===== src/rtl/agex_mdu_sequencer_if.sv =====
// AGEX <-> MDU handshake bundle: start/operands/flush in, stall/result out.
// Latency: none (wires only).
// Backpressure: the MDU holds the pipeline through stall_out.
interface agex_mdu_sequencer_if #(
  parameter int DBITS = 32
);
  logic             start_valid;
  logic [2:0]       mdu_op;
  logic [DBITS-1:0] rs1_val;
  logic [DBITS-1:0] rs2_val;
  logic             flush;
  logic             stall_out;
  logic             result_valid;
  logic [DBITS-1:0] result;

  // AGEX side drives the request and observes stall/result
  modport master (
    output start_valid, mdu_op, rs1_val, rs2_val, flush,
    input  stall_out, result_valid, result
  );

  // MDU side
  modport slave (
    input  start_valid, mdu_op, rs1_val, rs2_val, flush,
    output stall_out, result_valid, result
  );
endinterface


===== src/rtl/agex_mdu_sequencer.sv =====
// Iterative RV32M multiply/divide sequencer attached to AGEX (shift-add / restoring divide).
// Latency: DBITS+1 cycles start->result_valid; divide-by-zero (and zero operands with MDU_FASTZERO_EN) in 1 cycle.
// Backpressure: stall_out holds FE/DE/AGEX until DONE; flush kills the op and drops stall/result_valid at once.
module agex_mdu_sequencer #(
  parameter int DBITS    = 32,
  parameter int CNT_BITS = 6
) (
  input  logic                clk,
  input  logic                reset,
  agex_mdu_sequencer_if.slave mdu
);

  typedef enum logic [1:0] {IDLE, BUSY, DONE} state_t;

  state_t             state_q, state_d;
  logic [CNT_BITS-1:0] cnt_q, cnt_d;
  logic [2:0]         op_q, op_d;
  logic               neg_q, neg_d;          // product / quotient sign
  logic               rem_neg_q, rem_neg_d;  // remainder follows dividend sign
  logic [DBITS-1:0]   dvsr_q, dvsr_d;        // multiplicand or divisor magnitude
  logic [DBITS-1:0]   hi_q, hi_d;            // product high half / partial remainder
  logic [DBITS-1:0]   lo_q, lo_d;            // multiplier shifting out / quotient shifting in
  logic [DBITS-1:0]   result_q, result_d;

  // Operand decode: which sources are signed for this funct3
  logic             is_div, rs1_sgn, rs2_sgn, rs1_neg, rs2_neg;
  logic             div_zero, fast_zero, start_go;
  logic [DBITS-1:0] rs1_mag, rs2_mag;

  assign is_div   = mdu.mdu_op[2];
  assign rs1_sgn  = is_div ? ~mdu.mdu_op[0]
                           : (mdu.mdu_op[1:0] == 2'b01) || (mdu.mdu_op[1:0] == 2'b10);
  assign rs2_sgn  = is_div ? ~mdu.mdu_op[0] : (mdu.mdu_op[1:0] == 2'b01);
  assign rs1_neg  = rs1_sgn & mdu.rs1_val[DBITS-1];
  assign rs2_neg  = rs2_sgn & mdu.rs2_val[DBITS-1];
  assign rs1_mag  = rs1_neg ? ('0 - mdu.rs1_val) : mdu.rs1_val;
  assign rs2_mag  = rs2_neg ? ('0 - mdu.rs2_val) : mdu.rs2_val;
  assign div_zero = is_div && (mdu.rs2_val == '0);
  assign start_go = (state_q == IDLE) && mdu.start_valid && !mdu.flush;

`ifdef MDU_FASTZERO_EN
  // Zero operands make the answer trivially 0, so skip the iterations
  assign fast_zero = is_div ? (mdu.rs1_val == '0)
                            : (mdu.rs1_val == '0) || (mdu.rs2_val == '0);
`else
  assign fast_zero = 1'b0;
`endif

  // One radix-2 step of either engine
  logic [DBITS:0]   mul_sum, div_diff;
  logic [DBITS-1:0] step_hi, step_lo;

  assign mul_sum  = {1'b0, hi_q} + (lo_q[0] ? {1'b0, dvsr_q} : '0);
  assign div_diff = {hi_q, lo_q[DBITS-1]} - {1'b0, dvsr_q};

  always_comb begin
    step_hi = hi_q;
    step_lo = lo_q;
    if (!op_q[2]) begin
      step_hi = mul_sum[DBITS:1];
      step_lo = {mul_sum[0], lo_q[DBITS-1:1]};
    end else if (!div_diff[DBITS]) begin
      step_hi = div_diff[DBITS-1:0];
      step_lo = {lo_q[DBITS-2:0], 1'b1};
    end else begin
      step_hi = {hi_q[DBITS-2:0], lo_q[DBITS-1]};
      step_lo = {lo_q[DBITS-2:0], 1'b0};
    end
  end

  // Sign correction and result select on the final step
  logic [2*DBITS-1:0] prod, prod_s;
  logic [DBITS-1:0]   quo_s, rem_s, final_res;

  assign prod   = {step_hi, step_lo};
  assign prod_s = neg_q ? ('0 - prod) : prod;
  assign quo_s  = neg_q ? ('0 - step_lo) : step_lo;
  assign rem_s  = rem_neg_q ? ('0 - step_hi) : step_hi;

  always_comb begin
    final_res = '0;
    case (op_q)
      3'b000:                 final_res = prod_s[DBITS-1:0];
      3'b001, 3'b010, 3'b011: final_res = prod_s[2*DBITS-1:DBITS];
      3'b100, 3'b101:         final_res = quo_s;
      default:                final_res = rem_s;
    endcase
  end

  // Next-state and datapath update; flush wins over everything
  always_comb begin
    state_d   = state_q;
    cnt_d     = cnt_q;
    op_d      = op_q;
    neg_d     = neg_q;
    rem_neg_d = rem_neg_q;
    dvsr_d    = dvsr_q;
    hi_d      = hi_q;
    lo_d      = lo_q;
    result_d  = result_q;
    case (state_q)
      IDLE: begin
        if (start_go) begin
          op_d      = mdu.mdu_op;
          neg_d     = rs1_neg ^ rs2_neg;
          rem_neg_d = rs1_neg;
          dvsr_d    = is_div ? rs2_mag : rs1_mag;
          lo_d      = is_div ? rs1_mag : rs2_mag;
          hi_d      = '0;
          if (div_zero) begin
            state_d  = DONE;
            cnt_d    = '0;
            result_d = mdu.mdu_op[1] ? mdu.rs1_val : '1;
          end else if (fast_zero) begin
            state_d  = DONE;
            cnt_d    = '0;
            result_d = '0;
          end else begin
            state_d  = BUSY;
            cnt_d    = CNT_BITS'(DBITS);
          end
        end
      end
      BUSY: begin
        hi_d  = step_hi;
        lo_d  = step_lo;
        cnt_d = cnt_q - CNT_BITS'(1);
        if (cnt_q == CNT_BITS'(1)) begin
          state_d  = DONE;
          result_d = final_res;
        end
      end
      DONE:    state_d = IDLE;
      default: state_d = IDLE;
    endcase
    if (mdu.flush) begin
      state_d  = IDLE;
      cnt_d    = '0;
      result_d = result_q;
    end
  end

  // State and datapath registers
  always_ff @(posedge clk) begin
    if (reset) begin
      state_q   <= IDLE;
      cnt_q     <= '0;
      op_q      <= '0;
      neg_q     <= 1'b0;
      rem_neg_q <= 1'b0;
      dvsr_q    <= '0;
      hi_q      <= '0;
      lo_q      <= '0;
      result_q  <= '0;
    end else begin
      state_q   <= state_d;
      cnt_q     <= cnt_d;
      op_q      <= op_d;
      neg_q     <= neg_d;
      rem_neg_q <= rem_neg_d;
      dvsr_q    <= dvsr_d;
      hi_q      <= hi_d;
      lo_q      <= lo_d;
      result_q  <= result_d;
    end
  end

  assign mdu.stall_out    = !mdu.flush &&
                            (((state_q == IDLE) && mdu.start_valid) || (state_q == BUSY));
  assign mdu.result_valid = (state_q == DONE) && !mdu.flush;
  assign mdu.result       = result_q;

endmodule

===== src/flat_wrapper.sv =====
// flat-port wrapper written by rule: the top's interface ports become plain ports
module agex_mdu_sequencer_flat 
#(
  parameter int DBITS    = 32,
  parameter int CNT_BITS = 6
)
  (clk, reset, mdu_start_valid, mdu_mdu_op, mdu_rs1_val, mdu_rs2_val, mdu_flush, mdu_stall_out, mdu_result_valid, mdu_result);
  agex_mdu_sequencer_if #(.DBITS(DBITS)) mdu_i ();
  input  logic clk;
  input  logic reset;
  input wire logic [$bits(mdu_i.start_valid)-1:0] mdu_start_valid;
  input wire logic [$bits(mdu_i.mdu_op)-1:0] mdu_mdu_op;
  input wire logic [$bits(mdu_i.rs1_val)-1:0] mdu_rs1_val;
  input wire logic [$bits(mdu_i.rs2_val)-1:0] mdu_rs2_val;
  input wire logic [$bits(mdu_i.flush)-1:0] mdu_flush;
  output wire logic [$bits(mdu_i.stall_out)-1:0] mdu_stall_out;
  output wire logic [$bits(mdu_i.result_valid)-1:0] mdu_result_valid;
  output wire logic [$bits(mdu_i.result)-1:0] mdu_result;
  assign mdu_i.start_valid = mdu_start_valid;
  assign mdu_i.mdu_op = mdu_mdu_op;
  assign mdu_i.rs1_val = mdu_rs1_val;
  assign mdu_i.rs2_val = mdu_rs2_val;
  assign mdu_i.flush = mdu_flush;
  assign mdu_stall_out = mdu_i.stall_out;
  assign mdu_result_valid = mdu_i.result_valid;
  assign mdu_result = mdu_i.result;
  agex_mdu_sequencer #(.DBITS(DBITS), .CNT_BITS(CNT_BITS)) u_core (.clk(clk), .reset(reset), .mdu(mdu_i));
endmodule

===== config.mk =====
export PLATFORM = sky130hd
export DESIGN_NAME = agex_mdu_sequencer_flat
export DESIGN_NICKNAME = d
export VERILOG_FILES = /design/src/rtl/agex_mdu_sequencer_if.sv /design/src/rtl/agex_mdu_sequencer.sv /design/src/flat_wrapper.sv
export SDC_FILE = /design/constraint.sdc
export NUM_CORES = 1
export LEC_CHECK = 0
export ABC_AREA = 1
export CAP_MARGIN = 20
export CORE_MARGIN = 1
export CORE_UTILIZATION = 45
export CTS_BUF_LIST = sky130_fd_sc_hd__clkbuf_4
export DETAILED_ROUTE_END_ITERATION = 16
export GPL_TIMING_DRIVEN = 0
export SLEW_MARGIN = 0
export SYNTH_ARGS = -nofsm -noshare
export SYNTH_HDL_FRONTEND = slang
export SYNTH_SLANG_ARGS = --single-unit
export TNS_END_PERCENT = 30

===== constraint.sdc =====
create_clock -name clk -period 7.25 [get_ports clk]
set_input_delay 1.45 -clock clk [delete_from_list [all_inputs] [get_ports clk]]
set_output_delay 1.45 -clock clk [all_outputs]
set_load 0.005 [all_outputs]

* Word level (Yosys, flattened, before mapping) *
Cells that the tools add are included.

word-level totals
  flip-flop bits (word level) = 141
  bits of input ports = 71
  output and inout port bits = 34
  logic and storage cells = 85

cells by class
  add/sub/neg operators = 8
  equality and inequality tests = 13
  mux-type cells = 31
  reductions and logical operators = 19
  bitwise operators = 5

operators with widths
  cell                                                  count
  two-way mux 32 bit                                    16
  case mux 32 bit (2 select lines)                      3
  subtractor 1 x 32 -> 32 bit (first input constant)    4
  case mux 32 bit (3 select lines)                      1
  two-way mux 64 bit                                    1
  subtractor 1 x 64 -> 64 bit (first input constant)    1
  adder 32 x 33 -> 33 bit                               1
  subtractor 33 x 32 -> 33 bit                          1
  logical NOT 32 bit                                    1
  two-way mux 6 bit                                     2
  case mux 6 bit (2 select lines)                       1
  equality test 3 x 2 -> 1 bit (second input constant)  2
  equality test 3 bit (second input constant)           2
  equality test 6 x 1 -> 1 bit (second input constant)  1
  two-way mux 2 bit                                     3
  != test 2 x 1 -> 1 bit (second input constant)        3
  AND reduction 2 bit                                   3
  subtractor 6 x 1 -> 6 bit (second input constant)     1
  logical AND 1 bit                                     5
  AND reduction 5 bit                                   1
  equality test 2 x 1 -> 1 bit (second input constant)  2
  equality test 2 bit (second input constant)           2
  case mux 2 bit (2 select lines)                       1
  OR reduction 2 bit                                    2
  11 further kinds                                      16

* Logic depth before layout (Yosys ltp) *
Gate-level depths: netlist (run 1).

  word-level depth = 8
  gate-level depth with buffers = 35
  depth with buffers taken out = 35

* Least setup slack after synthesis (run 1) *
No wires, ideal clock.

  path type = input-to-reg
  start point = input mdu_mdu_op[1]
  end point = register u_core.lo_q[30]
  stages on the path = 16
  data required time = 7.135 ns
  setup time = 0.115 ns
  path slack = 3.347 ns
  data arrival time = 3.788 ns
  buffers on the path = 2
  path through = clkbuf_1 -> inv_1 -> clkbuf_1 -> ha_1 -> nand2_1 -> nand2_1 -> nor2_1 -> inv_1 -> o21ai_0 -> a21oi_1 -> o21ai_0 -> a21oi_1 -> xor2_1 -> o221ai_1 -> o21ai_0 -> inv_1

on the way
  word-level cells in the longest chain between the ends = 8
  elaborated cells between the ends (all ways) = 12
  those cells by class = 2 x eq/ne; 7 x mux; 2 x bitwise; 1 x reduce/logical

RTL lines
  what                                                                        RTL line                                            text
  start, declared                                                             flat_wrapper.sv:12                                  input wire logic [$bits(mdu_i.mdu_op)-1:0] mdu_mdu_op;
  equality test 2 x 1 -> 1 bit / equality test 2 bit (equally long branches)  agex_mdu_sequencer.sv:32, agex_mdu_sequencer.sv:33
  logical OR 1 bit                                                            agex_mdu_sequencer.sv:32                            : (mdu.mdu_op[1:0] == 2'b01) || (mdu.mdu_op[1:0] == 2'b10);
  two-way mux 1 bit                                                           agex_mdu_sequencer.sv:31                            assign rs1_sgn = is_div ? ~mdu.mdu_op[0]
  bitwise AND 1 bit                                                           agex_mdu_sequencer.sv:34                            assign rs1_neg = rs1_sgn & mdu.rs1_val[DBITS-1];
  two-way mux 32 bit                                                          agex_mdu_sequencer.sv:36                            assign rs1_mag = rs1_neg ? ('0 - mdu.rs1_val) : mdu.rs1_val;
  two-way mux 32 bit *                                                        agex_mdu_sequencer.sv:108                           lo_d = is_div ? rs1_mag : rs2_mag;
  two-way mux 32 bit *                                                        agex_mdu_sequencer.sv:103                           if (start_go) begin
  case mux 32 bit (2 select lines) *                                          agex_mdu_sequencer.sv:101                           case (state_q)
  end signal, assigned                                                        agex_mdu_sequencer.sv:163                           lo_q <= lo_d;
  end, declared                                                               agex_mdu_sequencer.sv:22                            logic [DBITS-1:0] lo_q, lo_d;

Every way passes the cells marked *; elsewhere a longest branch is shown, timed or not. The select of a mux whose other input is x is not followed.
A chain may end at the register's enable or synchronous reset.

* Worst setup path after layout (run 1) *
  start point = register u_core.dvsr_q[23]
  end point = register u_core.result_q[22] (netlist: u_core.mdu.result[22])

on the way
  word-level cells in the longest chain between the ends = 8
  elaborated cells between the ends (all ways) = 16
  those cells by class = 5 x add/sub; 11 x mux

RTL lines
  what                                                                       RTL line                                            text
  start, declared                                                            agex_mdu_sequencer.sv:20                            logic [DBITS-1:0] dvsr_q, dvsr_d;
  start signal, assigned                                                     agex_mdu_sequencer.sv:161                           dvsr_q <= dvsr_d;
  subtractor 33 x 32 -> 33 bit / two-way mux 32 bit (equally long branches)  agex_mdu_sequencer.sv:54, agex_mdu_sequencer.sv:53
  two-way mux 1 bit (tied with other cells)                                  agex_mdu_sequencer.sv:62                            end else if (!div_diff[DBITS]) begin
  two-way mux 32 bit                                                         agex_mdu_sequencer.sv:59                            if (!op_q[2]) begin
  subtractor 1 x 64 -> 64 bit (tied with other cells)                        agex_mdu_sequencer.sv:76                            assign prod_s = neg_q ? ('0 - prod) : prod;
  two-way mux 64 bit (tied with other cells)                                 agex_mdu_sequencer.sv:76
  case mux 32 bit (3 select lines) *                                         agex_mdu_sequencer.sv:82                            case (op_q)
  two-way mux 32 bit *                                                       agex_mdu_sequencer.sv:128                           if (cnt_q == CNT_BITS'(1)) begin
  case mux 32 bit (2 select lines) *                                         agex_mdu_sequencer.sv:101
  end signal, assigned                                                       agex_mdu_sequencer.sv:164                           result_q <= result_d;
  end, declared                                                              agex_mdu_sequencer.sv:23                            logic [DBITS-1:0] result_q, result_d;

Marks and branches as above.

==> run_results.csv, run 1 <==
group,metric,value,unit
status,status,"complete, no violations",
placement,io_buffers,103,
worst_setup_path,setup.worst_path.start_class,"flip-flop",
logic_synthesis,synth-compound-area-share,18.6,%
timing,slew_headroom,26.6,%
worst_setup_path,slowest_delay,0.49,ns
timing,fin_skew,0.0442,ns
worst_setup_path,end_kind,"flip-flop",
clock_tree,cts_root_buf,"clkbuf_4",
logic_synthesis,synth_flop_cell,"dfxtp_1",
clock_tree,clkSinkCount,141,
job,maxCapViolations,0,
global_routing,grt_pass1_wl,127,mm
timing,fin_setup_tns,0,ns
logic_synthesis,ys_seq_area_share,16.4,%
power,ir_worst_vdd,0.106,mV
floorplanning,start_util,45.7,%
timing,hold_ws,0.472,ns
clock_tree,clk_path_buf_depth,2,
logic_synthesis,post_synth_num_cell_types,62,
logic_synthesis,synthTopCellsByArea,"nand2_1 21%, dfxtp_1 16%, inv_1 10%, nand3_1 6.2%, a21oi_1 5.9%",
global_routing,track_usage,44.2,%
cells_and_area,finish.utilization,50.9,%
global_routing,grt_max_degree,17,
clock_tree,h-tree-depth,4,
min_path,whs_path_depth,1,
logic_synthesis,avgSynthCellArea,5.55,um^2
drt,dr.pass1.iters,6,
worst_setup_path,cpMostUsedCell,"nand2_1",
global_routing,grt_pass1_vias,20744,
logic_synthesis,synth_common_cells,"958 x nand2_1, 459 x inv_1, 265 x nor2_1",
clock_tree,cts_resized,0,
floorplanning,die_height,197,um
logic_synthesis,synth-edff-count,0,
logic_synthesis,yosys.area_share.xor_xnor,4.95,%
worst_setup_path,r2r_cells,29,
placement,dpl_worst_slack,1.96,ns
timing,fin_ws,1.79,ns
clock_tree,clk_latency,0.68,ns
floorplanning,die_w,197,um
drt,drc,0,
logic_synthesis,synth_fa_ha_area_share,5.41,%
clock_tree,cts_made_buffers,17,
worst_setup_path,criticalPathCategory,"flip-flop to flip-flop",
logic_synthesis,async_flop_share,0,%
floorplanning,core,37600,um^2
timing,final_max_slew_viol_count,0,
logic_synthesis,synth_simple_gate_area_share,41.2,%
floorplanning,ios,105,
clock_tree,cts_setup_buffers,0,
logic_synthesis,synth_nets,3241,
power,p_per_area,149,nW/um^2
floorplanning,die_area,39000,um^2
timing,fmax,183,MHz
worst_setup_path,cp_max_fo,9,
timing,finalCritPeriodShare,75.3,%
timing,grt_setup_unrepaired,"false",
logic_synthesis,ys_warn_count,0,
floorplanning,row_count,71,
global_routing,antenna_found_initial,5,
cells_and_area,n_fill_cell,4107,
placement,place_congestion,1.08,
timing,finalSetupViolations,0,
drt,wl_per_cell,22.8,um
drt,viasPerCell,5.82,
clock_tree,cts_tree,"built",
worst_setup_path,cp.required,7.85,ns
logic_synthesis,synth_top_family_by_area,"simple AND/OR/NAND/NOR gates",
global_routing,grt.overflow.total,0,
logic_synthesis,synthesis.area,17200,um^2
placement,dp_hpwl,70.7,mm
logic_synthesis,yosys.area.top_type,"nand2_1",
logic_synthesis,yosys-mux-area-fraction,0,%
timing,period_minus_slack,5.46,ns
timing,hold_viol_final,0,
cells_and_area,fin_nets,3365,
cells_and_area,area_growth,11.4,%
worst_setup_path,slowest_stage,"dfxtp_1",
cells_and_area,layout-drive-gt1-share,6.15,%
power,p_leak,9.62,nW
logic_synthesis,synth_most_common_cell,"nand2_1",
drt,drt_iter0_markers,2183,
clock_tree,cts-hold-fix-buffers,0,
logic_synthesis,synth-seq-cells,141,
drt,wirelength,85.6,mm
timing,tightestPinTransition,1.09,ns
min_path,min_path_type,"flip-flop to flip-flop",
drt,ant_nets,0,
logic_synthesis,synth_cells,3097,
worst_setup_path,arrival,6.06,ns
clock_tree,cts.reportedPaths.clkPinSlew,0.17,ns
logic_synthesis,yosysTopAreaCellShare,20.9,%
drt,vias,21811,
## cell families (layout without fill, tap and decap cells)
family,Yosys count,in the layout
compound gates,551,551
xor+xnor,97,97
fa+ha+maj,73,73
buf+inv,593,730
flops,141,141
other cells,0,2
simple gates,1642,1642
## power by group
group	internal (W)	leakage [nW]	total (W)	switching (W)
clock network	0.000148	0.144	0.000530	0.000382
logic	0.000424	8.33	0.00147	0.00105
registers	0.000808	1.14	0.000849	0.0000409
total	0.00138	9.62	0.00285	0.00147
## path summary, 6_finish.rpt
path | slack (ns) | endpoint | from
max | 1.79 | u_core.mdu.result[22]$_SDFFE_PP0P_ | u_core.dvsr_q[23]$_SDFFE_PP0P_
min | 0.47 | u_core.cnt_q[3]$_SDFFE_PP0P_ | u_core.cnt_q[3]$_SDFFE_PP0P_
max reg2reg | 1.79 | u_core.mdu.result[22]$_SDFFE_PP0P_ | u_core.dvsr_q[23]$_SDFFE_PP0P_
min reg2reg | 0.47 | u_core.cnt_q[3]$_SDFFE_PP0P_ | u_core.cnt_q[3]$_SDFFE_PP0P_
## cells in the final DEF (no fill, tap or decap), types with 18 or more instances in the layout
master,Yosys,layout
ha_1,71,71
nand4_1,34,34
inv_1,459,459
nor3_1,34,34
nand2_2,48,48
xor2_1,80,80
dfxtp_1,141,141
nand2_1,958,958
nor2_2,23,23
a21oi_1,202,202
o21ai_1,28,28
clkbuf_1,69,69
clkdlybuf4s50_1,0,103
o22ai_1,19,19
o21ai_0,171,171
nor2_1,265,265
nand3_1,212,212
o221ai_1,18,18
## flip-flops by register name, summed over array words and instances, names as in the netlist
register and cells:
u_core.state_q 2, u_core.cnt_q 6, u_core.hi_q 32, u_core.mdu.result 32
u_core.rem_neg_q 1, u_core.dvsr_q 32, u_core.neg_q 1, u_core.lo_q 32
u_core.op_q 3
## stage by stage
| stage | cells | cell area, um^2 | total power [W] |
|---|---|---|---|
| after floorplan | 3097 | 17200 | 0.00178 |
| after global placement | 3711 | 18800 | 0.00226 |
| after CTS | 3745 | 19100 | 0.00278 |
| after detailed placement | 3713 | 18900 | 0.00227 |
| after global routing | 3746 | 19100 | 0.00299 |
| final | 3747 | 19100 | 0.00285 |
## metal layers
layer | share of wire (%) | global-route usage, % | vias up
li1 | - | - | 10195
met1 | 39 | 52.1 | 9997
met2 | 44 | 70.7 | 1285
met3 | 9.5 | 10.4 | 328
met4 | 8.0 | 31.5 | 6
met5 | 0.046 | 0 | -
## worst max-delay path, delay by kind of cell (launching register included)
| family | cells | cell delay, ns |
|---|---|---|
| buffers and inverters | 4 | 0.44 |
| adder cells (fa/ha/maj) | 2 | 0.58 |
| AND/OR/NAND/NOR | 19 | 3.04 |
| flip-flops | 1 | 0.49 |
| AO/OA/AOI/OAI | 4 | 0.83 |
## layout make-up
cell class	count	area [um^2]	area share [%]
diodes	2	5.00	0.0262
inverters	485	1820	9.52
clock buffers	17	128	0.667
clock inverters	15	129	0.673
repair buffers	105	1060	5.54
flip-flops and latches	141	2820	14.7
multi-input cells	2363	12000	62.9
well taps	511	639	3.34
plain buffers	108	490	2.56
Note: power is estimated with default switching activity, not from simulation.
==> run 2, diff against run 1 <==
==> constraint.sdc (replaced) <==
create_clock -name clk -period 5.1 [get_ports clk]
set_input_delay 1.02 -clock clk [delete_from_list [all_inputs] [get_ports clk]]
set_output_delay 1.02 -clock clk [all_outputs]
set_load 0.005 [all_outputs]
==> run_results.csv, run 2 (synthesis gave the netlist of run 1 again) <==
group,metric,value,unit
worst_setup_path,slowest_delay,0.59,ns
floorplanning,core,37600,um^2
placement,io_buffers,103,
worst_setup_path,end_kind,"flip-flop",
clock_tree,cts-hold-fix-buffers,0,
floorplanning,die_w,197,um
timing,finalCritPeriodShare,96.4,%
floorplanning,row_count,71,
clock_tree,clk_path_buf_depth,2,
power,p_leak,9.64,nW
placement,dp_hpwl,70.7,mm
worst_setup_path,reg2reg_slack,0.18,ns
clock_tree,cts_tree,"built",
power,ir_worst_vdd,0.147,mV
cells_and_area,final_common_cell,"nand2_1",
timing,hold_ws,0.476,ns
drt,wl_per_cell,22.9,um
min_path,min_to,"u_core.cnt_q[3]$_SDFFE_PP0P_",
job,maxCapViolations,0,
cells_and_area,n_fill_cell,4117,
drt,ant_nets,0,
drt,vias,21978,
clock_tree,clk_latency,0.67,ns
worst_setup_path,criticalPathCategory,"flip-flop to flip-flop",
worst_setup_path,arrival,5.51,ns
timing,slew_headroom,26.9,%
global_routing,track_usage,44.3,%
timing,tightestPinTransition,1.08,ns
worst_setup_path,crit_family,"simple AND/OR/NAND/NOR gates",
min_path,holdCritStartpoint,"u_core.cnt_q[3]$_SDFFE_PP0P_",
timing,period_minus_slack,4.92,ns
placement,place_congestion,1.08,
cells_and_area,finish.utilization,51.1,%
floorplanning,die_height,197,um
cells_and_area,area_growth,11.8,%
status,status,"complete, no violations",
placement,placed_cell_area,18900,um^2
timing,grt_setup_unrepaired,"false",
drt,drt_iter0_markers,2324,
worst_setup_path,setup.worst_path.start_class,"flip-flop",
worst_setup_path,r2r_cells,28,
cells_and_area,layout-drive-gt1-share,6.49,%
cells_and_area,layout_common_cells,"958 x nand2_1, 459 x inv_1, 264 x nor2_1, 211 x nand3_1, 201 x a21oi_1",
global_routing,grt_pass1_wl,127,mm
global_routing,antenna_found_initial,5,
cells_and_area,fin_area,19200,um^2
power,p_per_area,212,nW/um^2
drt,drc,0,
worst_setup_path,r2r_start,"u_core.dvsr_q[26]$_SDFFE_PP0P_",
timing,final_max_slew_viol_count,0,
worst_setup_path,cpMostUsedCell,"nand2_1",
timing,fin_setup_tns,0,ns
clock_tree,cts.reportedPaths.clkPinSlew,0.17,ns
timing,fmax,203,MHz
cells_and_area,fin_nets,3367,
clock_tree,cts_made_buffers,17,
clock_tree,h-tree-depth,4,
global_routing,grt_max_degree,17,
min_path,min_path_type,"flip-flop to flip-flop",
clock_tree,cts_root_buf,"clkbuf_4",
global_routing,grt_pass1_vias,20733,
timing,finalSetupViolations,0,
cells_and_area,seq_area,2830,um^2
worst_setup_path,timing.rr.end,"u_core.mdu.result[22]$_SDFFE_PP0P_",
floorplanning,die_area,39000,um^2
drt,wirelength,85.8,mm
floorplanning,ios,105,
min_path,whs_path_depth,1,
timing,fin_skew,0.0448,ns
drt,viasPerCell,5.86,
worst_setup_path,cp_max_fo,5,
floorplanning,start_util,45.7,%
clock_tree,clkSinkCount,141,
timing,hold_viol_final,0,
worst_setup_path,path_buf_inv,2,
power,finalPower,0.00406,W
worst_setup_path,slowest_stage,"dfxtp_1",
cells_and_area,multi_input_area,12100,um^2
worst_setup_path,cp.required,5.69,ns
global_routing,grt.overflow.total,0,
drt,dr.pass1.iters,9,
==> run 2: area by class of cell <==
| type | instances | area share, % |
|---|---|---|
| Multi-Input combinational cell | 2363 | 62.9 |
| Sequential cell | 141 | 14.7 |
| Inverter | 485 | 9.49 |
| Timing Repair Buffer | 107 | 5.60 |
| Tap cell | 511 | 3.33 |
| Buffer | 108 | 2.56 |
| Clock inverter | 15 | 0.671 |
| Clock buffer | 17 | 0.665 |
| Antenna cell | 4 | 0.0521 |
==> run 2: how the worst max path moves through the flow <==
stage / startpoint / endpoint / slack (ns) / depth (start not counted)
final: u_core.dvsr_q[26]$_SDFFE_PP0P_ / u_core.mdu.result[22]$_SDFFE_PP0P_ / 0.18 / 28
after detailed placement: u_core.dvsr_q[23]$_SDFFE_PP0P_ / u_core.mdu.result[14]$_SDFFE_PP0P_ / -0.07 / 28
after floorplan: u_core.lo_q[31]$_SDFFE_PP0P_ / u_core.mdu.result[14]$_SDFFE_PP0P_ / 1.25 / 30
after global routing: u_core.lo_q[31]$_SDFFE_PP0P_ / u_core.mdu.result[22]$_SDFFE_PP0P_ / 0.02 / 31
after CTS: u_core.dvsr_q[23]$_SDFFE_PP0P_ / u_core.mdu.result[14]$_SDFFE_PP0P_ / 0.06 / 28
after global placement: u_core.dvsr_q[23]$_SDFFE_PP0P_ / u_core.mdu.result[14]$_SDFFE_PP0P_ / -0.09 / 28
==> run 2: routing by layer <==
layer	global-route usage, %	part of all wire (%)	vias to the layer above
li1	-	-	10194
met1	52.6	38	10138
met2	71.0	44	1300
met3	9.70	10	342
met4	31.1	8.1	4
met5	0	0.028	-
==> run 2: report_power, final <==
part / leakage [nW] / internal, W / switching, W
clock network: 0.144 / 0.000211 / 0.000541
logic: 8.35 / 0.000606 / 0.00150
registers: 1.15 / 0.00115 / 0.0000578
total: 9.64 / 0.00197 / 0.00210
==> run 2: what timing repair did <==
item                       CTS  global route
setup endpoints to repair    3            13
pin swaps                    0             1
gates resized for setup      2            13
cloned                       0             0
buffers inserted             0             2
==> run 2: through the flow <==
step,setup WS (ns),std cells
6_report,0.181,3751
5_1_grt,0.0188,3750
4_1_cts,0.0645,3745
3_5_place_dp,-0.0719,3713
3_3_place_gp,-0.0909,3711
2_1_floorplan,1.25,3097
==> run 3, diff against run 2 <==
--- a/config.mk
+++ b/config.mk
@@ -5,7 +5,7 @@
 export SDC_FILE = /design/constraint.sdc
 export NUM_CORES = 1
 export LEC_CHECK = 0
-export ABC_AREA = 1
+export ABC_AREA = 0
 export CAP_MARGIN = 20
 export CORE_MARGIN = 1
 export CORE_UTILIZATION = 45
==> run_results.csv, run 3 <==
group,metric,value,unit
status,status,"finished with violations",
status,violations,"negative setup slack",
logic_synthesis,synth_fa_ha_area_share,5.86,%
logic_synthesis,synth-compound-area-share,33.0,%
timing,grt_setup_unrepaired,"true",
clock_tree,clk_path_buf_depth,2,
floorplanning,die_height,190,um
clock_tree,cts_made_buffers,17,
placement,dp_hpwl,66.8,mm
worst_setup_path,cp_cell_sequence,"inv_1 > clkbuf_2 > clkbuf_4 > clkbuf_2 > clkbuf_2 > nor2_2 > a21oi_2 > ha_2 > o21ai_2 > or2_4 > or3_4 > or3_4 > or3_4 > nor3_2 > a31oi_1 > xnor2_1 > a222oi_1 > o22ai_1",
logic_synthesis,synth_nets,2434,
drt,drc,0,
timing,fmax,171,MHz
worst_setup_path,arrival,6.36,ns
logic_synthesis,synthTopCellsByArea,"dfxtp_1 18%, a21oi_1 7.0%, nor2_1 6.1%, ha_1 5.6%, nand2_1 5.4%",
floorplanning,row_count,68,
timing,fin_setup_tns,-9.59,ns
logic_synthesis,synth_cells,2290,
cells_and_area,area_growth,21.3,%
logic_synthesis,yosysTopAreaCellShare,17.8,%
drt,vias,20303,
timing,period_minus_slack,5.85,ns
logic_synthesis,synth_common_cells,"258 x nor2_1, 227 x nand2_1, 223 x a21oi_1",
timing,hold_ws,0.456,ns
min_path,whs_path_depth,2,
placement,place_congestion,1.02,
timing,hold_viol_final,0,
logic_synthesis,avgSynthCellArea,6.92,um^2
timing,finalCritPeriodShare,115,%
worst_setup_path,cp_max_fo,10,
power,p_seq_share,32.2,%
cells_and_area,n_fill_cell,3430,
drt,wirelength,84.0,mm
worst_setup_path,r2r_cells,18,
cells_and_area,layout_common_cells,"250 x nor2_1, 222 x nand2_1, 215 x a21oi_1, 142 x o21ai_0",
floorplanning,die_w,190,um
floorplanning,die_area,36000,um^2
min_path,min_path_type,"flip-flop to flip-flop",
drt,wl_per_cell,28.6,um
worst_setup_path,crit_family,"buffers and inverters",
global_routing,grt_pass1_wl,121,mm
logic_synthesis,yosys.area.top_type,"dfxtp_1",
logic_synthesis,synthesis.area,15800,um^2
worst_setup_path,slowest_stage,"a222oi_1",
clock_tree,cts_root_buf,"clkbuf_4",
worst_setup_path,slowest_delay,0.75,ns
clock_tree,h-tree-depth,4,
global_routing,antenna_found_initial,3,
floorplanning,start_util,45.8,%
cells_and_area,final_common_cell,"nor2_1",
timing,final_max_slew_viol_count,0,
power,p_sw,0.00175,W
clock_tree,clkSinkCount,141,
logic_synthesis,synth_top_family_by_area,"compound AO/OA/AOI/OAI gates",
worst_setup_path,reg2reg_slack,-0.75,ns
cells_and_area,fin_nets,2615,
min_path,min_to,"u_core.mdu.result[12]$_SDFFE_PP0P_",
worst_setup_path,timing.rr.end,"u_core.mdu.result[16]$_SDFFE_PP0P_",
placement,place_inst,2850,
cells_and_area,finish.utilization,55.5,%
floorplanning,core,34600,um^2
drt,ant_nets,0,
timing,slew_headroom,25.3,%
worst_setup_path,setup.worst_path.start_class,"flip-flop",
power,p_leak,7.18,nW
power,ir_worst_vdd,0.147,mV
drt,viasPerCell,6.91,
global_routing,grt.overflow.total,0,
worst_setup_path,cp.depth,18,
power,p_per_area,195,nW/um^2
power,pwr-share-comb,46.5,%
cells_and_area,fin_cells,2940,
logic_synthesis,yosys-mux-area-fraction,2.82,%
timing,fin_ws,-0.749,ns
logic_synthesis,synth_most_common_cell,"nor2_1",
clock_tree,cts_tree,"built",
worst_setup_path,r2r_start,"u_core.op_q[2]$_SDFFE_PP0P_",
clock_tree,clk_latency,0.68,ns
clock_tree,cts.reportedPaths.clkPinSlew,0.16,ns
timing,tightestPinTransition,1.12,ns
global_routing,track_usage,45.8,%
drt,dr.pass1.iters,8,
logic_synthesis,yosys.area_share.xor_xnor,9.18,%
clock_tree,cts-hold-fix-buffers,0,
job,maxCapViolations,0,
cells_and_area,layout-drive-gt1-share,13.7,%
placement,io_buffers,103,
power,p_sw_share,46.6,%
logic_synthesis,synth-seq-cells,141,
worst_setup_path,end_kind,"flip-flop",
logic_synthesis,synth_flop_cell,"dfxtp_1",
logic_synthesis,synth_simple_gate_area_share,25.5,%
logic_synthesis,post_synth_num_cell_types,99,
min_path,holdCritStartpoint,"u_core.mdu.result[12]$_SDFFE_PP0P_",
power,p_int,0.00200,W
timing,fin_skew,0.0538,ns
global_routing,grt_max_degree,20,
power,power_frac_clock,21.3,%
worst_setup_path,path_buf_inv,5,
global_routing,grt_pass1_vias,18625,
logic_synthesis,ys_warn_count,0,
drt,drt_iter0_markers,2688,
floorplanning,ios,105,
logic_synthesis,synth-edff-count,0,
logic_synthesis,ys_seq_area_share,17.8,%
worst_setup_path,cp.required,5.61,ns
worst_setup_path,criticalPathCategory,"flip-flop to flip-flop",
timing,finalSetupViolations,26,
logic_synthesis,async_flop_share,0,%
-- run 3: changes by cell type after synthesis, moves of 28 or more --
cell,delta
a211oi_1,+48
a31oi_1,+28
and2_1,+42
clkbuf_1,+60
inv_1,-391
mux2i_1,+30
nand2_1,-731
nand2_2,-48
nand3_1,-153
o211ai_1,+43
or3_1,+31
xnor2_1,+79
-- run 3: routing by layer --
layer	vias up	part of all wire, %	track usage [%]	routed length [um]
met2	1525	42	68.9	35100
met4	2	7.4	27.7	6200
met5	-	0.015	0	13
met3	324	13	12.8	10800
met1	9636	38	57.8	31900
li1	8816	-	-	-
-- run 3: repair_timing --
item                                    CTS  global route
gates resized for setup                 156            87
pin swaps                                71            51
setup buffers                            38            30
endpoints found under the setup margin   38            29
-- run 3: logic make-up (layout without fill, tap and decap cells) --
group,after synthesis,count (layout)
AND/OR/NAND/NOR,836,836
AO/OA/AOI/OAI,794,794
buffers and inverters,237,431
XOR/XNOR,166,166
flip-flops,141,141
adder cells (fa/ha/maj),73,73
multiplexers,43,43
other,0,1
-- run 3: worst max-delay path by stage --
stage / startpoint / to / slack, ns
CTS: u_core.lo_q[31]$_SDFFE_PP0P_ / u_core.mdu.result[16]$_SDFFE_PP0P_ / -0.56
global route: u_core.dvsr_q[11]$_SDFFE_PP0P_ / u_core.mdu.result[16]$_SDFFE_PP0P_ / -0.63
floorplan: u_core.lo_q[31]$_SDFFE_PP0P_ / u_core.mdu.result[28]$_SDFFE_PP0P_ / 0.002
global placement: u_core.op_q[2]$_SDFFE_PP0P_ / u_core.mdu.result[8]$_SDFFE_PP0P_ / -2.06
finish: u_core.op_q[2]$_SDFFE_PP0P_ / u_core.mdu.result[16]$_SDFFE_PP0P_ / -0.75
detailed placement: u_core.op_q[2]$_SDFFE_PP0P_ / u_core.mdu.result[8]$_SDFFE_PP0P_ / -2.04
-- run 3: per-stage QoR --
stage / area, um^2 / setup WS (ns) / power [W]
detailed placement: 17600 / -2.04 / 0.00269
floorplan: 15900 / 0.00213 / 0.00211
global route: 19200 / -0.629 / 0.00385
finish: 19200 / -0.749 / 0.00375
CTS: 18700 / -0.559 / 0.00359
global placement: 17500 / -2.06 / 0.00268
-- run 3: cell type report --
| class | instances | area, um^2 | share of cell area (%) |
|---|---|---|---|
| multi-input combinational | 1912 | 12900 | 67.1 |
| sequential | 141 | 2890 | 15.0 |
| timing repair buffer | 174 | 1600 | 8.30 |
| buffer | 153 | 714 | 3.72 |
| tap | 455 | 569 | 2.96 |
| inverter | 72 | 275 | 1.43 |
| clock buffer | 19 | 143 | 0.742 |
| clock inverter | 13 | 130 | 0.677 |
| antenna | 1 | 2.50 | 0.0130 |
-- run 3: worst reg2reg max path: cells and delay by family, from the launching register on --
family                     cells  cell delay (ns)
AOI/OAI and AO/OA              5             1.23
xor gates and xnor gates       1             0.17
adders and majority gates      1             0.21
buffers and inverters          5             1.96
DFF                            1             0.45
and+or+nand+nor                6             1.66
-- run 3: power groups by stage --
stage / registers, W / clock network [W] / logic (W)
after global routing: 0.00121 / 0.000831 / 0.00181
after CTS: 0.00120 / 0.000787 / 0.00160
after global placement: 0.00122 / 0 / 0.00146
after floorplan: 0.00119 / 0 / 0.000922
final: 0.00121 / 0.000797 / 0.00174
after detailed placement: 0.00122 / 0 / 0.00147
